### config.mk
export PLATFORM = sky130hd
export DESIGN_NAME = seven_seg_scanner
export DESIGN_NICKNAME = d
export VERILOG_FILES = /design/src/rtl/seven_seg_scanner.sv
export SDC_FILE = /design/constraint.sdc
export NUM_CORES = 1
export LEC_CHECK = 0
export BUFFER_PORTS_ARGS = -buffer_cell sky130_fd_sc_hd__buf_2
export CAP_MARGIN = 10
export CORE_UTILIZATION = 38
export CTS_CLUSTER_SIZE = 8
export DETAILED_ROUTE_END_ITERATION = 7
export PLACE_DENSITY_LB_ADDON = 0.1
export SYNTH_ARGS = -nofsm -noshare
export SYNTH_HDL_FRONTEND = slang
export SYNTH_SLANG_ARGS = --single-unit
### constraint.sdc
create_clock -name clock -period 5.4 [get_ports clock]
set_clock_uncertainty 0.15 [all_clocks]
set_input_delay 0.27 -clock clock [delete_from_list [all_inputs] [get_ports clock]]
set_output_delay 0.27 -clock clock [all_outputs]
set_load 0.1 [all_outputs]
### src/rtl/seven_seg_scanner.sv
// seven_seg_scanner: multiplexed common-anode seven-segment scanner with
// frame-coherent input snapshot, leading-zero suppression, per-digit
// blank/blink and PWM brightness. All outputs are registered.
module seven_seg_scanner #(
    parameter int NUM_DIGITS   = 8,
    parameter int SCAN_DIV     = 100000,
    parameter int DUTY_W       = 3,
    parameter int BLINK_FRAMES = 125
) (
    input  logic                    clock,
    input  logic                    reset_n,
    input  logic [4*NUM_DIGITS-1:0] digits,
    input  logic [NUM_DIGITS-1:0]   dec_points,
    input  logic [NUM_DIGITS-1:0]   blank_mask,
    input  logic [NUM_DIGITS-1:0]   blink_mask,
    input  logic                    lz_en,
    input  logic [DUTY_W-1:0]       brightness,
    output logic [7:0]              cathode,
    output logic [NUM_DIGITS-1:0]   anode,
    output logic                    frame_done
);

    localparam int PRE_W     = (SCAN_DIV > 1) ? $clog2(SCAN_DIV) : 1;
    localparam int IDX_W     = $clog2(NUM_DIGITS);
    localparam int FC_W      = $clog2(BLINK_FRAMES + 1);
    localparam int PHASE_LEN = SCAN_DIV >> DUTY_W;

    // Scan timing state
    logic [PRE_W-1:0]        r_pre;
    logic [IDX_W-1:0]        r_idx;
    logic                    r_frame_done;
    logic [FC_W-1:0]         r_frame_cnt;
    logic                    r_blink_off;

    // Shadow copies of the data inputs, reloaded once per frame
    logic [4*NUM_DIGITS-1:0] r_digits;
    logic [NUM_DIGITS-1:0]   r_dp;
    logic [NUM_DIGITS-1:0]   r_blank;
    logic [NUM_DIGITS-1:0]   r_blink;
    logic                    r_lz;
    logic [DUTY_W-1:0]       r_bright;

    // Registered pin drivers
    logic [NUM_DIGITS-1:0]   r_anode;
    logic [7:0]              r_cathode;

    logic                    w_tick;
    logic                    w_snap;
    logic [DUTY_W-1:0]       w_phase;
    logic                    w_pwm_on;
    logic [NUM_DIGITS-1:0]   w_sup;
    logic [3:0]              w_nib;
    logic                    w_cur_dp;
    logic                    w_dark;
    logic [6:0]              w_seg;
    logic [NUM_DIGITS-1:0]   w_anode_nxt;
    logic [7:0]              w_cathode_nxt;

    assign w_tick   = (r_pre == PRE_W'(SCAN_DIV - 1));
    assign w_snap   = w_tick && (r_idx == IDX_W'(NUM_DIGITS - 1));
    assign w_phase  = DUTY_W'(32'(r_pre) / PHASE_LEN);
    assign w_pwm_on = (w_phase <= r_bright);
    assign w_nib    = r_digits[{r_idx, 2'b00} +: 4];
    assign w_cur_dp = r_dp[r_idx];
    assign w_dark   = w_sup[r_idx] | r_blank[r_idx] | (r_blink[r_idx] & r_blink_off);

    // Prescaler and digit index; index advances on each prescaler wrap
    always_ff @(posedge clock or negedge reset_n) begin
        if (!reset_n) begin
            r_pre <= '0;
            r_idx <= '0;
        end else if (w_tick) begin
            r_pre <= '0;
            r_idx <= (r_idx == IDX_W'(NUM_DIGITS - 1)) ? '0 : r_idx + 1'b1;
        end else begin
            r_pre <= r_pre + 1'b1;
        end
    end

    // Snapshot inputs at end of frame, pulse frame_done, run blink counter
    always_ff @(posedge clock or negedge reset_n) begin
        if (!reset_n) begin
            r_digits     <= '0;
            r_dp         <= '0;
            r_blank      <= '0;
            r_blink      <= '0;
            r_lz         <= 1'b0;
            r_bright     <= '0;
            r_frame_done <= 1'b0;
            r_frame_cnt  <= '0;
            r_blink_off  <= 1'b0;
        end else begin
            r_frame_done <= w_snap;
            if (w_snap) begin
                r_digits <= digits;
                r_dp     <= dec_points;
                r_blank  <= blank_mask;
                r_blink  <= blink_mask;
                r_lz     <= lz_en;
                r_bright <= brightness;
                if (r_frame_cnt == FC_W'(BLINK_FRAMES - 1)) begin
                    r_frame_cnt <= '0;
                    r_blink_off <= ~r_blink_off;
                end else begin
                    r_frame_cnt <= r_frame_cnt + 1'b1;
                end
            end
        end
    end

    // Leading-zero suppression chain, walking down from the top digit
    always_comb begin
        logic v_higher;
        w_sup    = '0;
        v_higher = r_lz;
        for (int unsigned k = 0; k < NUM_DIGITS - 1; k++) begin
            w_sup[NUM_DIGITS-1-k] = v_higher
                                  && (r_digits[4*(NUM_DIGITS-1-k) +: 4] == 4'h0)
                                  && !r_dp[NUM_DIGITS-1-k];
            v_higher = w_sup[NUM_DIGITS-1-k];
        end
    end

    // Hex to active-low segments {g,f,e,d,c,b,a}
    always_comb begin
        w_seg = 7'h7F;
        case (w_nib)
            4'h0: w_seg = 7'h40;
            4'h1: w_seg = 7'h79;
            4'h2: w_seg = 7'h24;
            4'h3: w_seg = 7'h30;
            4'h4: w_seg = 7'h19;
            4'h5: w_seg = 7'h12;
            4'h6: w_seg = 7'h02;
            4'h7: w_seg = 7'h78;
            4'h8: w_seg = 7'h00;
            4'h9: w_seg = 7'h10;
            4'hA: w_seg = 7'h08;
            4'hB: w_seg = 7'h03;
            4'hC: w_seg = 7'h46;
            4'hD: w_seg = 7'h21;
            4'hE: w_seg = 7'h06;
            4'hF: w_seg = 7'h0E;
            default: w_seg = 7'h7F;
        endcase
    end

    // Next pin values: light current digit unless dark or in PWM-off phase
    always_comb begin
        w_anode_nxt   = '1;
        w_cathode_nxt = 8'hFF;
        if (!w_dark && w_pwm_on) begin
            w_anode_nxt   = ~(NUM_DIGITS'(1) << r_idx);
            w_cathode_nxt = {~w_cur_dp, w_seg};
        end
    end

    // Output registers; reset forces the display dark immediately
    always_ff @(posedge clock or negedge reset_n) begin
        if (!reset_n) begin
            r_anode   <= '1;
            r_cathode <= 8'hFF;
        end else begin
            r_anode   <= w_anode_nxt;
            r_cathode <= w_cathode_nxt;
        end
    end

    assign anode      = r_anode;
    assign cathode    = r_cathode;
    assign frame_done = r_frame_done;

endmodule

==> impl_table.tex <==
\begin{tabular}{lr}
\hline
Metric & Value \\
\hline
\multicolumn{2}{l}{\textbf{Outcome}} \\
Run status & completed \\
\multicolumn{2}{l}{\textbf{Synthesis}} \\
Count of state elements after synthesis & approximately 110 \\
Flip-flop cell with the highest count after synthesis & dfrtp\_1 \\
Net Count, Synth & 643 \\
Cell with the most instances after synthesis & dfrtp\_1 \\
Async set-reset flop share out of synthesis & 100.0\% \\
Portion of the post-synthesis area used by sequential elements & around 44\% \\
Yosys top cell area share & between 30\% and 40\% \\
Gate count of the mapped netlist & $\sim$560 \\
Biggest area contributors in the synthesized netlist & dfrtp\_1 (37\%), mux2\_2 (11\%), dfstp\_2 (7.0\%), mux4\_2 (5.6\%), ha\_1 (4.0\%) \\
Distinct cell type count after synthesis & 66 \\
Dominant cell type by area after synthesis & dfrtp\_1 \\
Cell Area, Synth & about 6000 µm² \\
Mean instance size in the synthesized netlist & 10.70 µm² \\
Count of warnings emitted by yosys & 0 \\
Number of flops mapped to enable cells by yosys & 0 \\
Top cells by instance count after synthesis & dfrtp\_1 (89), mux2\_2 (60), nand2\_1 (59) \\
\multicolumn{2}{l}{\textbf{Clock network}} \\
Number of buffers inserted during clock tree synthesis & 9 \\
Number of clock sinks seen by CTS & between 100 and 150 \\
CTS H-tree lvls & 3 \\
Largest buffer count on any clock path & 2 \\
Clock tree from TritonCTS & yes \\
Clock slew at reported path FFs & about 0.07 ns \\
Clock latency at the later pin of the worst-skew pair & approximately 0.35 ns \\
CTS root buffer & clkbuf\_16 \\
\multicolumn{2}{l}{\textbf{Drt}} \\
DRC errors left & 0 \\
Total iterations of the first detailed-routing run & 4 \\
Number of violations reported at the end of detailed-routing iteration 0 & roughly 210 \\
Via-per-instance ratio & $\sim$5.2 \\
Antenna Nets Post-Route & 0 \\
Wire length reported by the detailed router & approximately 15 mm \\
Vias & approximately 4700 \\
Routed WL per cell & between 15 and 20 µm \\
\multicolumn{2}{l}{\textbf{Global route}} \\
Antenna violations before repair & 0 \\
GRT overflow & 0 \\
Global-route wire length before repair & 24.11 mm \\
Number of global-route vias before repair & 4851 \\
GR Util All Layers & 18.89\% \\
Pin count of the biggest net entering global routing & 74 \\
\multicolumn{2}{l}{\textbf{Power and ir drop}} \\
VDD IR-drop max & between 0.00015 and 0.0002 V \\
Net load switching power & around 330 µW \\
Internal cell power & 1.145 mW \\
Total power density per cell area & 197.7 nW/µm² \\
Part of the power in combinational logic & 4.6\% \\
Sequential share of power & between 50\% and 60\% \\
Clk network pwr share & $\sim$42\% \\
Switching Share & between 20\% and 30\% \\
Leakage power figure & 3.504 nW \\
\multicolumn{2}{l}{\textbf{Run}} \\
Max-cap violations & 0 \\
\multicolumn{2}{l}{\textbf{STA}} \\
Worst hold slack after final layout & 0.01344 ns \\
Fmax achieved & approximately 200 MHz \\
Final setup violation count & 0 \\
Slew at the pin closest to its max-slew limit & about 1.1 ns \\
Max-slew headroom at the worst pin & 27.60\% \\
Final hold vios & 0 \\
Final worst-path cycle share & 92.07\% \\
Time the worst path needs with I/O delays and setup & around 5.0 ns \\
Max Slew Vio Count & 0 \\
Total Negative Setup Slacks & 0 ns \\
\multicolumn{2}{l}{\textbf{Placed design}} \\
Inst Count DP & just over 800 \\
Half-perimeter wire length after detailed placement & 10.56 mm \\
Placed standard-cell area & 6603 µm² \\
Weighted congestion reported at the end of routability-driven placement & 0.8211 \\
Total of buffers placed on input and output ports & about 80 \\
\multicolumn{2}{l}{\textbf{Setup path}} \\
Crit. End Element & flop \\
Type of origin of the critical path & flop \\
Data arrival time of the critical path & 5.10 ns \\
Crit path required time & $\sim$5.5 ns \\
Biggest fanout along the worst timing path & 12 \\
Kind of critical path & flop to flop \\
\multicolumn{2}{l}{\textbf{Die}} \\
Die height & 127.8 µm \\
Number of rows in the core area & between 40 and 50 \\
Die X-Extent & around 130 µm \\
Initial standard-cell utilization of the core & roughly two fifths \\
Top-level I/O count & roughly 80 \\
Area inside the core boundary & 15310 µm² \\
Die area & around 16000 µm² \\
\multicolumn{2}{l}{\textbf{Cells and area}} \\
Share of final-layout standard cells stronger than drive strength 1 & $\sim$32\% \\
Area of all placed cells without fillers & around 7500 µm² \\
Count of placed standard cells in the final layout, fillers left out & 898 \\
Filler cell count & between 1000 and 1500 \\
Layout-stage area growth over the synthesis result & 24.47\% \\
Ant. Diodes & 0 \\
Post-layout nets & around 760 \\
\multicolumn{2}{l}{\textbf{Min path}} \\
Type of the most critical hold path & primary input to flop \\
\hline
\end{tabular}
cell type report:
class                      instances  area (µm²)  area share [%]
clock buffer                       9       225.2           3.010
inverter                          17       63.81          0.8527
sequential                       105        2648           35.38
multi-input combinational        406        3212           42.92
timing repair buffer             143        1013           13.54
clock inverter                     7       57.56          0.7691
tap                              211       264.0           3.528
layout by cell type (no fill, tap or decap), types with 6 or more instances in the layout:
cell            n
and2_1          6
inv_1          16
o211ai_1        8
xor2_1         10
nor3_1         15
mux2_2         60
ha_1           19
a21oi_1        16
o21ai_0        21
dfrtp_1        89
mux2i_1         9
buf_2          77
dlygate4sd3_1  53
buf_4          13
mux4_2         15
a31oi_1         7
nand2_1        59
dfstp_2        16
nor2_1         35
nand3_1        16
xnor2_1        15
clkbuf_16       9
metal layers:
| layer | track usage, % | vias up | wire, µm |
|---|---|---|---|
| li1 | - | 2278 | - |
| met5 | 0 | - | 0 |
| met2 | 33.15 | 79 | 7493 |
| met1 | 23.39 | 2342 | 6345 |
| met3 | 3.631 | 12 | 463 |
| met4 | 6.021 | 0 | 211 |
registers in the layout, indices dropped and copies added, names as in the netlist, 7 cells and up:
name,flops
r_pre,17
r_blink,8
r_dp,8
r_blank,8
r_frame_cnt,7
r_digits,32
anode,8
cathode,8
cells by family (layout without fill, tap and decap cells):
family	Yosys count	after routing	synth area share, %
buffers and inverters	51	176	3.538
muxes	84	84	18.36
DFF	105	105	44.04
adders and majority gates	19	19	3.954
AOI/OAI and AO/OA	105	105	12.40
xor gates and xnor gates	26	26	3.788
and+or+nand+nor	172	172	13.92
worst max-delay path, cell delays in order (launching register included):
cell and delay [ns]:
dfrtp_1 0.49, or4_4 0.61, a21oi_4 0.20, o211ai_2 0.16, or4_4 0.64, nand2_1 0.16, o2111ai_1 0.20, xor2_2 0.31
o211ai_2 0.18, a22oi_1 0.25, a41oi_1 0.09, o221ai_1 0.24, ha_1 0.18, inv_1 0.04, a21o_1 0.16, a21oi_1 0.14
a31oi_1 0.08, nor3_1 0.20, buf_4 0.20, and2_1 0.18, nand2_1 0.07
through the flow:
stage | utilization [%] | setup slack, ns | total power, mW
after floorplan | - | 0.6688 | 0.8019
after global placement | 43.11 | 0.4076 | 0.8402
after detailed placement | 43.11 | 0.2368 | 0.8412
after CTS | 48.42 | 0.1958 | 1.509
after global routing | 48.86 | -0.01272 | 1.541
final | 48.86 | 0.4284 | 1.480
repair_timing:
item,CTS,global route
gates resized for setup,0,11
setup endpoints to repair,0,16
endpoints found under the hold margin,114,0
hold buffers,53,0
setup buffers,0,2
power groups by stage:
| stage | Combinational, mW | Sequential [mW] | Clock (mW) |
|---|---|---|---|
| finish | 0.0676 | 0.786 | 0.626 |
| global route | 0.0751 | 0.786 | 0.680 |
| CTS | 0.0689 | 0.786 | 0.654 |
| detailed placement | 0.0398 | 0.801 | 0 |
| global placement | 0.0389 | 0.801 | 0 |
| floorplan | 0.000372 | 0.802 | 0 |
worst paths after layout:
check,to,slack (ns),start,depth (start not counted)
worst max-delay path,anode[2],0.43,r_pre[14],20
worst min-delay path,r_dp[7],0.01,dec_points[7],2
worst max register to register,anode[2],0.43,r_pre[14],20
worst min register to register,r_frame_cnt[6],0.34,r_frame_cnt[6],1
max in group asynchronous,anode[0],3.65,reset_n,3
min in group asynchronous,r_digits[24],0.43,reset_n,2
Power figures use the tool's default switching activity.
